**src/rtl/wb_pin_ctrl_pkg.sv**
```systemverilog
// rtl/wb_pin_ctrl_pkg.sv - register map and CTRL/STATUS bit positions for wb_pin_ctrl
package wb_pin_ctrl_pkg;

    localparam logic [2:0] CTRL     = 3'd0;
    localparam logic [2:0] STATUS   = 3'd1;
    localparam logic [2:0] OUTVAL   = 3'd2;
    localparam logic [2:0] IRQ_EN   = 3'd3;
    localparam logic [2:0] IRQ_STAT = 3'd4;

    localparam int CTRL_HALT         = 0;
    localparam int CTRL_SRST         = 1;
    localparam int CTRL_OVR          = 2;
    localparam int STATUS_CORE_RESET = 16;

    // Expand the four Wishbone byte selects into a 32-bit write mask.
    function automatic logic [31:0] byte_mask(input logic [3:0] sel);
        return {{8{sel[3]}}, {8{sel[2]}}, {8{sel[1]}}, {8{sel[0]}}};
    endfunction

endpackage

```
**src/rtl/wb_pin_ctrl_pin_sync.sv**
```systemverilog
// rtl/wb_pin_ctrl_pin_sync.sv - multi-stage input synchroniser with async active-low reset
module pin_sync #(
    parameter int WIDTH  = 1,
    parameter int STAGES = 2
) (
    input  logic             clk,
    input  logic             rst_n,
    input  logic [WIDTH-1:0] d,
    output logic [WIDTH-1:0] q
);

    logic [WIDTH-1:0] stage_q [STAGES];

    always_ff @(posedge clk or negedge rst_n) begin
        if (!rst_n) begin
            for (int i = 0; i < STAGES; i++) begin
                stage_q[i] <= '0;
            end
        end else begin
            stage_q[0] <= d;
            for (int i = 1; i < STAGES; i++) begin
                stage_q[i] <= stage_q[i-1];
            end
        end
    end

    assign q = stage_q[STAGES-1];

endmodule

```
**src/rtl/wb_pin_ctrl.sv**
```systemverilog
// rtl/wb_pin_ctrl.sv - Wishbone pin/control block for the 4-bit CPU; WB_PIN_CTRL_LA_EN adds LA halt/reset inputs
module wb_pin_ctrl
    import wb_pin_ctrl_pkg::*;
#(
    parameter int IN_WIDTH    = 4,
    parameter int OUT_WIDTH   = 8,
    parameter int SYNC_STAGES = 2,
    parameter int RST_CYCLES  = 16
) (
    input  logic                 wb_clock_i,
    input  logic                 wb_reset_ni,
    input  logic                 wb_cyc_i,
    input  logic                 wb_strobe_i,
    input  logic                 wb_we_i,
    input  logic [3:0]           wb_sel_i,
    input  logic [31:0]          wb_addr_i,
    input  logic [31:0]          wb_data_i,
    output logic [31:0]          wb_data_o,
    output logic                 wb_ack_o,
    input  logic [IN_WIDTH-1:0]  pin_in,
    input  logic [OUT_WIDTH-1:0] core_out,
    output logic [OUT_WIDTH-1:0] pin_out,
    output logic [OUT_WIDTH-1:0] pin_oeb,
    output logic [IN_WIDTH-1:0]  core_in,
    output logic                 core_halt,
    output logic                 core_reset,
    output logic                 irq
`ifdef WB_PIN_CTRL_LA_EN
    ,
    input  logic                 la_halt_i,
    input  logic                 la_reset_i
`endif
);

    localparam logic [7:0] RST_LOAD = 8'(RST_CYCLES);

    logic                 bus_req;
    logic                 wr_en;
    logic                 rd_en;
    logic                 srst_trig;
    logic                 la_halt;
    logic                 la_reset;
    logic [2:0]           reg_idx;
    logic [31:0]          wr_mask;
    logic [31:0]          wr_bits;
    logic [31:0]          rd_data;
    logic                 halt_q;
    logic                 ovr_q;
    logic                 irq_q;
    logic [OUT_WIDTH-1:0] outval_q;
    logic [IN_WIDTH-1:0]  irq_en_q;
    logic [IN_WIDTH-1:0]  irq_stat_q;
    logic [IN_WIDTH-1:0]  prev_q;
    logic [IN_WIDTH-1:0]  rise;
    logic [IN_WIDTH-1:0]  w1c;
    logic [7:0]           rst_cnt_q;
    logic                 unused_bits;

    // A request is only accepted while ack is low, so a held strobe acks every other cycle.
    assign bus_req   = wb_cyc_i & wb_strobe_i & ~wb_ack_o;
    assign wr_en     = bus_req & wb_we_i;
    assign rd_en     = bus_req & ~wb_we_i;
    assign reg_idx   = wb_addr_i[4:2];
    assign wr_mask   = byte_mask(wb_sel_i);
    assign wr_bits   = wb_data_i & wr_mask;
    assign srst_trig = wr_en && (reg_idx == CTRL) && wr_bits[CTRL_SRST];

    assign unused_bits = ^{wb_addr_i[31:5], wb_addr_i[1:0], wr_mask, wr_bits};

    pin_sync #(
        .WIDTH  (IN_WIDTH),
        .STAGES (SYNC_STAGES)
    ) u_pin_sync (
        .clk   (wb_clock_i),
        .rst_n (wb_reset_ni),
        .d     (pin_in),
        .q     (core_in)
    );

`ifdef WB_PIN_CTRL_LA_EN
    logic [1:0] la_sync;

    pin_sync #(
        .WIDTH  (2),
        .STAGES (2)
    ) u_la_sync (
        .clk   (wb_clock_i),
        .rst_n (wb_reset_ni),
        .d     ({la_halt_i, la_reset_i}),
        .q     (la_sync)
    );

    assign la_halt  = la_sync[1];
    assign la_reset = la_sync[0];
`else
    assign la_halt  = 1'b0;
    assign la_reset = 1'b0;
`endif

    always_comb begin
        rd_data = '0;
        case (reg_idx)
            CTRL: begin
                rd_data[CTRL_HALT] = halt_q;
                rd_data[CTRL_OVR]  = ovr_q;
            end
            STATUS: begin
                rd_data[IN_WIDTH-1:0]      = core_in;
                rd_data[STATUS_CORE_RESET] = core_reset;
            end
            OUTVAL:   rd_data[OUT_WIDTH-1:0] = outval_q;
            IRQ_EN:   rd_data[IN_WIDTH-1:0]  = irq_en_q;
            IRQ_STAT: rd_data[IN_WIDTH-1:0]  = irq_stat_q;
            default:  rd_data = '0;
        endcase
    end

    always_ff @(posedge wb_clock_i or negedge wb_reset_ni) begin
        if (!wb_reset_ni) begin
            wb_ack_o  <= 1'b0;
            wb_data_o <= '0;
        end else begin
            wb_ack_o  <= bus_req;
            wb_data_o <= rd_en ? rd_data : '0;
        end
    end

    always_ff @(posedge wb_clock_i or negedge wb_reset_ni) begin
        if (!wb_reset_ni) begin
            halt_q   <= 1'b0;
            ovr_q    <= 1'b0;
            outval_q <= '0;
            irq_en_q <= '0;
        end else if (wr_en) begin
            case (reg_idx)
                CTRL: begin
                    if (wb_sel_i[0]) begin
                        halt_q <= wb_data_i[CTRL_HALT];
                        ovr_q  <= wb_data_i[CTRL_OVR];
                    end
                end
                OUTVAL:  outval_q <= (outval_q & ~wr_mask[OUT_WIDTH-1:0]) | wr_bits[OUT_WIDTH-1:0];
                IRQ_EN:  irq_en_q <= (irq_en_q & ~wr_mask[IN_WIDTH-1:0]) | wr_bits[IN_WIDTH-1:0];
                default: ;
            endcase
        end
    end

    // Edges arriving while the core is held in reset are dropped, not deferred.
    assign rise = core_in & ~prev_q & {IN_WIDTH{~core_reset}};
    assign w1c  = (wr_en && (reg_idx == IRQ_STAT)) ? wr_bits[IN_WIDTH-1:0] : '0;

    always_ff @(posedge wb_clock_i or negedge wb_reset_ni) begin
        if (!wb_reset_ni) begin
            prev_q     <= '0;
            irq_stat_q <= '0;
            irq_q      <= 1'b0;
        end else begin
            prev_q     <= core_in;
            irq_stat_q <= (irq_stat_q & ~w1c) | rise;
            irq_q      <= |(irq_stat_q & irq_en_q);
        end
    end

    // Counter starts loaded so the core stays in reset for RST_CYCLES after power-on.
    always_ff @(posedge wb_clock_i or negedge wb_reset_ni) begin
        if (!wb_reset_ni) begin
            rst_cnt_q <= RST_LOAD;
        end else if (srst_trig || la_reset) begin
            rst_cnt_q <= RST_LOAD;
        end else if (rst_cnt_q != 8'd0) begin
            rst_cnt_q <= rst_cnt_q - 8'd1;
        end
    end

    assign core_reset = (rst_cnt_q != 8'd0);
    assign core_halt  = halt_q | la_halt;
    assign irq        = irq_q;
    assign pin_out    = ovr_q ? outval_q : core_out;
    assign pin_oeb    = {OUT_WIDTH{core_reset & ~ovr_q}};

endmodule

```
**config.mk**
```make
export PLATFORM = sky130hd
export DESIGN_NAME = wb_pin_ctrl
export DESIGN_NICKNAME = d
export VERILOG_FILES = /design/src/rtl/wb_pin_ctrl_pkg.sv /design/src/rtl/wb_pin_ctrl_pin_sync.sv /design/src/rtl/wb_pin_ctrl.sv
export SDC_FILE = /design/constraint.sdc
export NUM_CORES = 1
export LEC_CHECK = 0
export ABC_AREA = 1
export BUFFER_PORTS_ARGS = -buffer_cell sky130_fd_sc_hd__buf_2
export CAP_MARGIN = 20
export CORE_MARGIN = 5
export CORE_UTILIZATION = 25
export DETAILED_ROUTE_END_ITERATION = 10
export SLEW_MARGIN = 20
export SYNTH_ARGS = -nofsm -noshare
export SYNTH_HDL_FRONTEND = slang
export SYNTH_SLANG_ARGS = --single-unit
```
**constraint.sdc**
```tcl
create_clock -name wb_clock_i -period 2.11 [get_ports wb_clock_i]
set_input_delay 0.5275 -clock wb_clock_i [delete_from_list [all_inputs] [get_ports wb_clock_i]]
set_output_delay 0.5275 -clock wb_clock_i [all_outputs]
set_load 0.005 [all_outputs]
```
==> results of run 1 <==
[routing by layer]
metal  global-route usage [%]  vias to the layer above  share of wire, %
met2                    14.39                       75                46
met3                    2.995                       11               9.0
li1                         -                      952                 -
met5                        0                        -                 0
met1                    12.35                      888                44
met4                    2.939                        0               1.3
[cell usage after synthesis]
master	number
a21oi_1	6
a21oi_2	3
buf_2	1
buf_4	34
buf_8	1
clkbuf_1	1
conb_1	1
dfrtp_1	48
dfstp_2	1
ha_1	2
inv_1	28
inv_2	3
inv_4	1
mux2_2	3
nand2_1	63
nand2_2	4
nand2_4	1
nand3_1	16
nand3_4	1
nand4_1	5
nor2_1	33
nor2_2	3
nor2_4	2
nor3_1	3
nor4_1	1
o21ai_0	14
o21ai_2	4
xor2_1	3
[worst paths after layout]
check / end / slack (ps) / cells past startpoint
setup / recovery: pin_oeb[3] / 100 / 6
max in group asynchronous: rst_cnt_q[4]$_DFFE_PN1P_ / 1650 / 2
hold / removal: asynchronous set/reset pin / 190 / 2
min in group wb_clock_i: u_pin_sync.stage_q[6]$_DFF_PN0_ / 310 / 1
setup reg to reg: rst_cnt_q[0]$_DFFE_PN0P_ / 600 / 8
hold reg to reg: u_pin_sync.q[0]$_DFF_PN0_ / 360 / 0
[critical path, stage by stage, from the launching register on]
cell	delay [ps]
dfrtp_1	400
inv_2	110
ha_1	180
nand3_2	120
nor2_4	160
nor2_4	60
buf_2	140
[what timing repair did]
item                                    in CTS  in global routing
endpoints found under the setup margin       8                  8
pin swaps                                    1                  2
gates resized for setup                      4                  2
setup buffers                                0                  3
[area by class of cell]
| cell class | instances | area (um^2) | area share, % |
|---|---|---|---|
| clock buffers | 6 | 82.58 | 2.810 |
| clock inverters | 2 | 37.54 | 1.277 |
| inverters | 32 | 122.6 | 4.172 |
| multi-input cells | 190 | 938.4 | 31.93 |
| flip-flops and latches | 49 | 1229 | 41.81 |
| well taps | 133 | 166.4 | 5.662 |
| repair buffers | 67 | 362.8 | 12.35 |
[report_power, final]
part           switching (mW)  leakage, nW  internal (mW)
Sequential              0.105        0.599           1.08
Clock                   0.326       0.0574          0.386
Combinational           0.391        0.877          0.274
[logic make-up after synthesis]
family	Yosys count	share of synthesized area [%]
AND/OR/NAND/NOR	132	23.83
buffers and inverters	69	16.28
flip-flops	49	49.75
AO/OA/AOI/OAI	27	6.542
XOR/XNOR	3	1.065
multiplexers	3	1.369
adder cells (fa/ha/maj)	2	1.014
other	1	0.1520
==> flow_summary.ini, run 1 <==
[run_status]
status = finished, final reports clean

[detailed_routing]
finalWirelength_um = 5572
postRouteAntennaNets = 0
vias = 1926
wl_per_cell_um = 11.63
route.detailed.drc = 0
drtIter0Drc = 107
drt_pass1_iterations = 4
via_per_inst = 4.021

[floorplan]
ios = 141
core_area_um2 = 9684
rows = 36
die_h_um = 109.3
die_x_um = 109.3
start_util_pct = 25.48
die-area_um2 = 11960

[placement]
dp_hpwl_um = 4377
portBuffers = 61
dpl.cell_count = 468
placed_area_um2 = 2778
pre_cts_ws_ps = 181.9
gp_congestion = 0.8131

[clock_tree]
cts_buffer_depth = 2
cts_tree = yes
clkLatencyLatePin_ps = 310
cts.sink_count = 49
path_clk_slew_ps = 90
cts_buffers = 5
htreeDepth = 2
cts-hold-fix-buffers = 0
root_buffer = clkbuf_8

[layout]
instances_no_fill = 479
final_util_pct = 30.35
final_common_cell = nand2_1
nets = 432
syn_to_final_growth_pct = 19.12
drive_gt1_share_pct = 30.35
fillCellCount = 1043
finish.instance_area_um2 = 2939
antenna_cells = 0
final_cell_mix = nand2_1 (63), buf_2 (61), dfrtp_1 (47)

[sta]
fin_skew_ps = 7.405
layout_setup_ws_ps = 95.62
whs_ps = 189.6
setup_violations = 0
hold_viol_final = 0
grt_setup_unrepaired = no
slew_viol_final = 0
finalSetupTns_ps = 0
finalCritPeriodShare_pct = 95.47
max_freq_mhz = 496.4
fin_crit_ps = 2014

[yosys]
synthTopCellsByArea = dfrtp_1 (49%), buf_4 (10%), nand2_1 (9.6%), nor2_1 (5.0%), inv_1 (4.3%)
yosysSeqAreaShare_pct = 49.75
yosys.area.top_type = dfrtp_1
netlist_area_um2 = 2467
avgSynthCellArea_um2 = 8.627
ys_ff_latch = 49
yosys.area.top_type_share_pct = 48.68
yosysWarnings = 0
ys_types = 28
netlist_instances = 286

[pwr]
power.total_mw = 2.566
peakVddDrop_uv = 266.5
power.density_nw_per_um2 = 873.1
leakagePower_nw = 1.533

[setup_path]
arrival_ps = 1490
endpoint_kind = primary output
criticalPathCategory = flip-flop to primary output
regToRegStartpoint = rst_cnt_q[0]$_DFFE_PN0P_
start_kind = flip-flop
crit_fanout = 8
startpoint = rst_cnt_q[0]$_DFFE_PN0P_
cp.required_ps = 1580

[global_route]
grt_pass1_vias = 1788
grt_use_total_pct = 9.301
overflow = 0
grt_pass1_wl_um = 8542
antenna_found_initial = 0
grt_max_degree = 50

[worst_hold_path]
hp-class = input pin to asynchronous set/reset pin

[job]
drv_cap = 0
Note: power is estimated with default switching activity, not from simulation.
==> run 2: changes to the inputs <==
--- a/config.mk
+++ b/config.mk
@@ -9,8 +9,10 @@
 export BUFFER_PORTS_ARGS = -buffer_cell sky130_fd_sc_hd__buf_2
 export CAP_MARGIN = 20
 export CORE_MARGIN = 5
-export CORE_UTILIZATION = 25
+export CORE_UTILIZATION = 45
+export CTS_BUF_LIST = sky130_fd_sc_hd__clkbuf_4 sky130_fd_sc_hd__clkbuf_8
 export DETAILED_ROUTE_END_ITERATION = 10
+export PLACE_DENSITY = 0.82
 export SLEW_MARGIN = 20
 export SYNTH_ARGS = -nofsm -noshare
 export SYNTH_HDL_FRONTEND = slang
==> run 2 against run 1 <==
Utilization up 22 points. Largest power group unchanged. Critical endpoint unchanged. Critical path type unchanged. Combinational power down 4.4%. Power down 5.6%.
==> flow_summary.ini, run 2 (same netlist as run 1, synthesis figures left out) <==
[sta]
fin_skew_ps = 3.131
fin_crit_ps = 2007
slew_viol_final = 0
whs_ps = 318.8
finalCritPeriodShare_pct = 95.10
setup_violations = 0
hold_viol_final = 0
max_freq_mhz = 498.4
worst_slew_pin_slew_ps = 595.1
slew_headroom_pct = 60.33

[placement]
portBuffers = 61
dp_hpwl_um = 4011
dpl.cell_count = 407
gp_congestion = 0.9249

[layout]
syn_to_final_growth_pct = 14.10
final_common_cell = nand2_1
final_util_pct = 52.08
final_cell_mix = nand2_1 (63), buf_2 (61), dfrtp_1 (47)
instances_no_fill = 416
nets = 430
drive_gt1_share_pct = 29.94
antenna_cells = 0
fillCellCount = 504

[detailed_routing]
finalWirelength_um = 5109
route.detailed.drc = 0
postRouteAntennaNets = 0
via_per_inst = 4.659
drtIter0Drc = 82
wl_per_cell_um = 12.28
vias = 1938
drt_pass1_iterations = 4

[pwr]
leakagePower_nw = 1.513
power.total_mw = 2.423
peakVddDrop_uv = 674.2
power.density_nw_per_um2 = 860.8

[clock_tree]
htreeDepth = 2
cts_buffer_depth = 2
cts_buffers = 5
cts-hold-fix-buffers = 0
path_clk_slew_ps = 90
clkLatencyLatePin_ps = 300
cts.sink_count = 49
root_buffer = clkbuf_8
cts_tree = yes

[global_route]
overflow = 0
antenna_found_initial = 0
grt_use_total_pct = 14.37
grt_max_degree = 50
grt_pass1_vias = 1852
grt_pass1_wl_um = 8293

[setup_path]
start_kind = flip-flop
cp.required_ps = 1580
rr_endpoint = rst_cnt_q[0]$_DFFE_PN0P_
startpoint = rst_cnt_q[0]$_DFFE_PN0P_
endpoint_kind = primary output
rr_worst_depth = 8
criticalPathCategory = flip-flop to primary output
endpoint = pin_oeb[3]
arrival_ps = 1480
crit_fanout = 8
regToRegStartpoint = rst_cnt_q[0]$_DFFE_PN0P_
r2r_slack_ps = 590

[worst_hold_path]
hp-class = input pin to asynchronous set/reset pin

[run_status]
status = finished, final reports clean

[floorplan]
die_h_um = 84.05
die_x_um = 84.05
die-area_um2 = 7064
ios = 141
start_util_pct = 45.65
rows = 27
core_area_um2 = 5405

[job]
drv_cap = 0
## run 2: changes by cell type in the layout (fill, tap and decap cells not counted), sizes merged
cell      delta
inv          +1
clkinvlp     -1
clkinv       +1
bufinv       -1
buf          -2
## run 2: layout make-up
class	count	area, um^2	share of cell area, %
inverters	32	122.6	4.356
multi-input cells	190	938.4	33.33
well taps	72	90.09	3.200
repair buffers	65	335.3	11.91
flip-flops and latches	49	1229	43.64
clock buffers	6	82.58	2.933
clock inverters	2	17.52	0.6222
## run 2: what timing repair did
action / in CTS / in global routing
setup endpoints to repair: 8 / 11
gates resized for setup: 3 / 3
cloned: 0 / 0
endpoints found under the hold margin: 0 / 0
pin swaps: 1 / 0
setup buffers: 1 / 0
## run 2: where the power goes
group	switching (mW)	internal, mW
logic	0.384	0.252
clock network	0.317	0.272
registers	0.114	1.08
## run 2: critical path, stage by stage (launching register included)
cell,delay [ps]
dfrtp_1,410
inv_2,100
ha_1,180
nand3_2,140
nor2_4,150
nor2_4,60
buf_2,140
## run 2: metal layers
layer	track usage (%)	share of wire, %	vias up
met5	0	0	-
met1	17.71	42	906
met2	23.53	49	73
met4	5.117	2.3	0
li1	-	-	946
met3	4.640	7.5	13
## run 2: per-stage QoR
step	cell area [um^2]	setup WS [ps]	TNS (ps)
after CTS	2804	10.02	0
after detailed placement	2689	207.1	0
after global placement	2689	266.1	0
after global routing	2815	-20.82	-144.9
after floorplan	2550	252.2	0
final	2815	103.5	0
## run 2: worst min-delay path by stage
stage	from	endpoint	slack [ps]	cells past startpoint
floorplan	wb_reset_ni	asynchronous set/reset pin	230	0
global placement	u_pin_sync.stage_q[6]$_DFF_PN0_	u_pin_sync.q[2]$_DFF_PN0_	330	0
detailed placement	u_pin_sync.stage_q[5]$_DFF_PN0_	u_pin_sync.q[1]$_DFF_PN0_	330	0
CTS	pin_in[0]	u_pin_sync.stage_q[4]$_DFF_PN0_	320	1
global route	pin_in[0]	u_pin_sync.stage_q[4]$_DFF_PN0_	310	1
finish	wb_reset_ni	asynchronous set/reset pin	320	2
==> run 3: changes to the inputs <==
--- a/config.mk
+++ b/config.mk
@@ -12,6 +12,7 @@
 export CORE_UTILIZATION = 45
 export CTS_BUF_LIST = sky130_fd_sc_hd__clkbuf_4 sky130_fd_sc_hd__clkbuf_8
 export DETAILED_ROUTE_END_ITERATION = 10
+export GPL_TIMING_DRIVEN = 0
 export PLACE_DENSITY = 0.82
 export SLEW_MARGIN = 20
 export SYNTH_ARGS = -nofsm -noshare
==> run 3 against run 2 <==
The flow now finishes with violations (setup timing). Routed wire length up 12%. Combinational power is 30% higher. Clock-buffer cell count did not move. Power grew 8.5%. Setup slack worse by 100 ps. Cell count up 8.4%. Die area unchanged. Flip-flop and latch count stayed put. Critical path depth increased by 1. Design area is 13% higher. Via count up 6.0%. Non-clock buffer count up 35. Critical path type unchanged. Critical endpoint is now pin_oeb[5]. Largest power group unchanged.
==> flow_summary.ini, run 3 (same netlist as run 1, synthesis figures left out) <==
[sta]
setup_violations = 2
fin_skew_ps = 8.846
slew_headroom_pct = 59.83
slew_viol_final = 0
finalCritPeriodShare_pct = 100.0
hold_viol_final = 0
max_freq_mhz = 473.9
worst_slew_pin_slew_ps = 602.5
layout_setup_ws_ps = -0.2072
fin_crit_ps = 2110
grt_setup_unrepaired = yes

[pwr]
peakVddDrop_uv = 538.6
switching_share_pct = 33.72
clock_power_share_pct = 23.1
p_switching_mw = 0.8869
p_int_mw = 1.743
leakagePower_nw = 1.733
p_comb_share_pct = 31.5
power.density_nw_per_um2 = 827.3
pwr-share-seq_pct = 45.4

[detailed_routing]
drt_pass1_iterations = 4
wl_met1_um = 2240
wl_met2_um = 3007
met3_length_um = 344
highest_layer = met4
vias = 2055
drtIter0Drc = 118
postRouteAntennaNets = 0
via_per_inst = 4.557
route.detailed.drc = 0
wl_per_cell_um = 12.67
finalWirelength_um = 5714

[clock_tree]
cts_tree = yes
clkLatencyLatePin_ps = 310
htreeDepth = 2
path_clk_slew_ps = 100
cts.sink_count = 49
cts_buffer_depth = 2
cts-hold-fix-buffers = 0
cts_buffers = 5
root_buffer = clkbuf_8

[floorplan]
core_area_um2 = 5405
rows = 27
die_x_um = 84.05
start_util_pct = 45.65
die_h_um = 84.05
die-area_um2 = 7064
ios = 141

[layout]
multi_input_area_um2 = 960.9
fillCellCount = 476
final_cell_mix = nand2_1 (62), buf_2 (53), dfrtp_1 (48)
nets = 465
final_util_pct = 58.82
seqCellArea_um2 = 1227
drive_gt1_share_pct = 36.94
final_common_cell = nand2_1
instances_no_fill = 451
finish.instance_area_um2 = 3179
syn_to_final_growth_pct = 28.85
antenna_cells = 0

[global_route]
grt_use_total_pct = 15.71
overflow = 0
grt_pass1_wl_um = 8976
grt_max_degree = 50
antenna_found_initial = 0
grt_pass1_vias = 1952

[setup_path]
regToRegStartpoint = rst_cnt_q[0]$_DFFE_PN0P_
cp.required_ps = 1580
arrival_ps = 1580
start_kind = flip-flop
slowest_stage = dfrtp_1
startpoint = rst_cnt_q[0]$_DFFE_PN0P_
criticalPathCategory = flip-flop to primary output
max_stage_delay_ps = 410
endpoint_kind = primary output
path_cells = inv_2 -> ha_4 -> nand3_4 -> nor2_4 -> nor2_4 -> buf_6 -> buf_6
crit_fanout = 8

[placement]
gp_congestion = 0.9163
placed_area_um2 = 2945
pre_cts_ws_ps = -16.28
portBuffers = 61
dpl.cell_count = 441
dp_hpwl_um = 4237

[run_status]
violations = setup timing
status = complete, but fails checks

[job]
drv_cap = 0

[worst_hold_path]
hp-class = input pin to asynchronous set/reset pin
[run 3: worst paths after layout]
check                                                  end  slack [ps]  cells after the start
setup / recovery                                pin_oeb[5]        -0.2                      7
min in group wb_clock_i    u_pin_sync.stage_q[7]$_DFF_PN0_         320                      1
hold / removal                  asynchronous set/reset pin         210                      1
max in group asynchronous               wb_ack_o$_DFF_PN0_        1480                      1
setup reg to reg                  rst_cnt_q[0]$_DFFE_PN0P_         760                      7
hold reg to reg                  u_pin_sync.q[1]$_DFF_PN0_         360                      0
[run 3: metrics by stage]
step	setup TNS [ps]	hold WS (ps)	power (mW)
2_1_floorplan	0	231.9	1.672
3_3_place_gp	0	332.3	1.853
3_5_place_dp	-30.14	334.7	1.893
4_1_cts	0	313.0	2.518
5_1_grt	-539.3	275.4	2.803
6_report	-0.3517	208.5	2.630
[run 3: final cells by class]
cell class	instances	area share, %
clock inverters	2	0.5510
well taps	72	2.834
plain buffers	36	9.563
multi-input cells	190	30.22
clock buffers	6	2.597
flip-flops and latches	49	38.61
repair buffers	64	11.77
inverters	32	3.857
[run 3: timing repair]
| item | in CTS | in global routing |
|---|---|---|
| setup endpoints to repair | 9 | 11 |
| endpoints found under the hold margin | 0 | 0 |
| setup buffers | 1 | 2 |
| resized for setup | 6 | 19 |
| pin swaps | 2 | 3 |
[run 3: critical path, delay by kind of cell (launching register included)]
kind                       cells  cell delay (ps)
buffers and inverters          3              310
adders and majority gates      1              160
DFF                            1              410
and+or+nand+nor                3              390
[run 3: power groups by stage]
stage	sequential (mW)	combinational, mW	clock, mW
floorplan	1.18	0.497	0
global placement	1.19	0.660	0
detailed placement	1.20	0.695	0
CTS	1.18	0.719	0.615
global route	1.21	0.931	0.659
finish	1.20	0.828	0.607
[run 3: layer usage]
metal,vias to the layer above,track usage (%)
li1,1015,-
met1,946,19.07
met2,77,26.69
met3,17,4.936
met4,0,4.532
met5,-,0
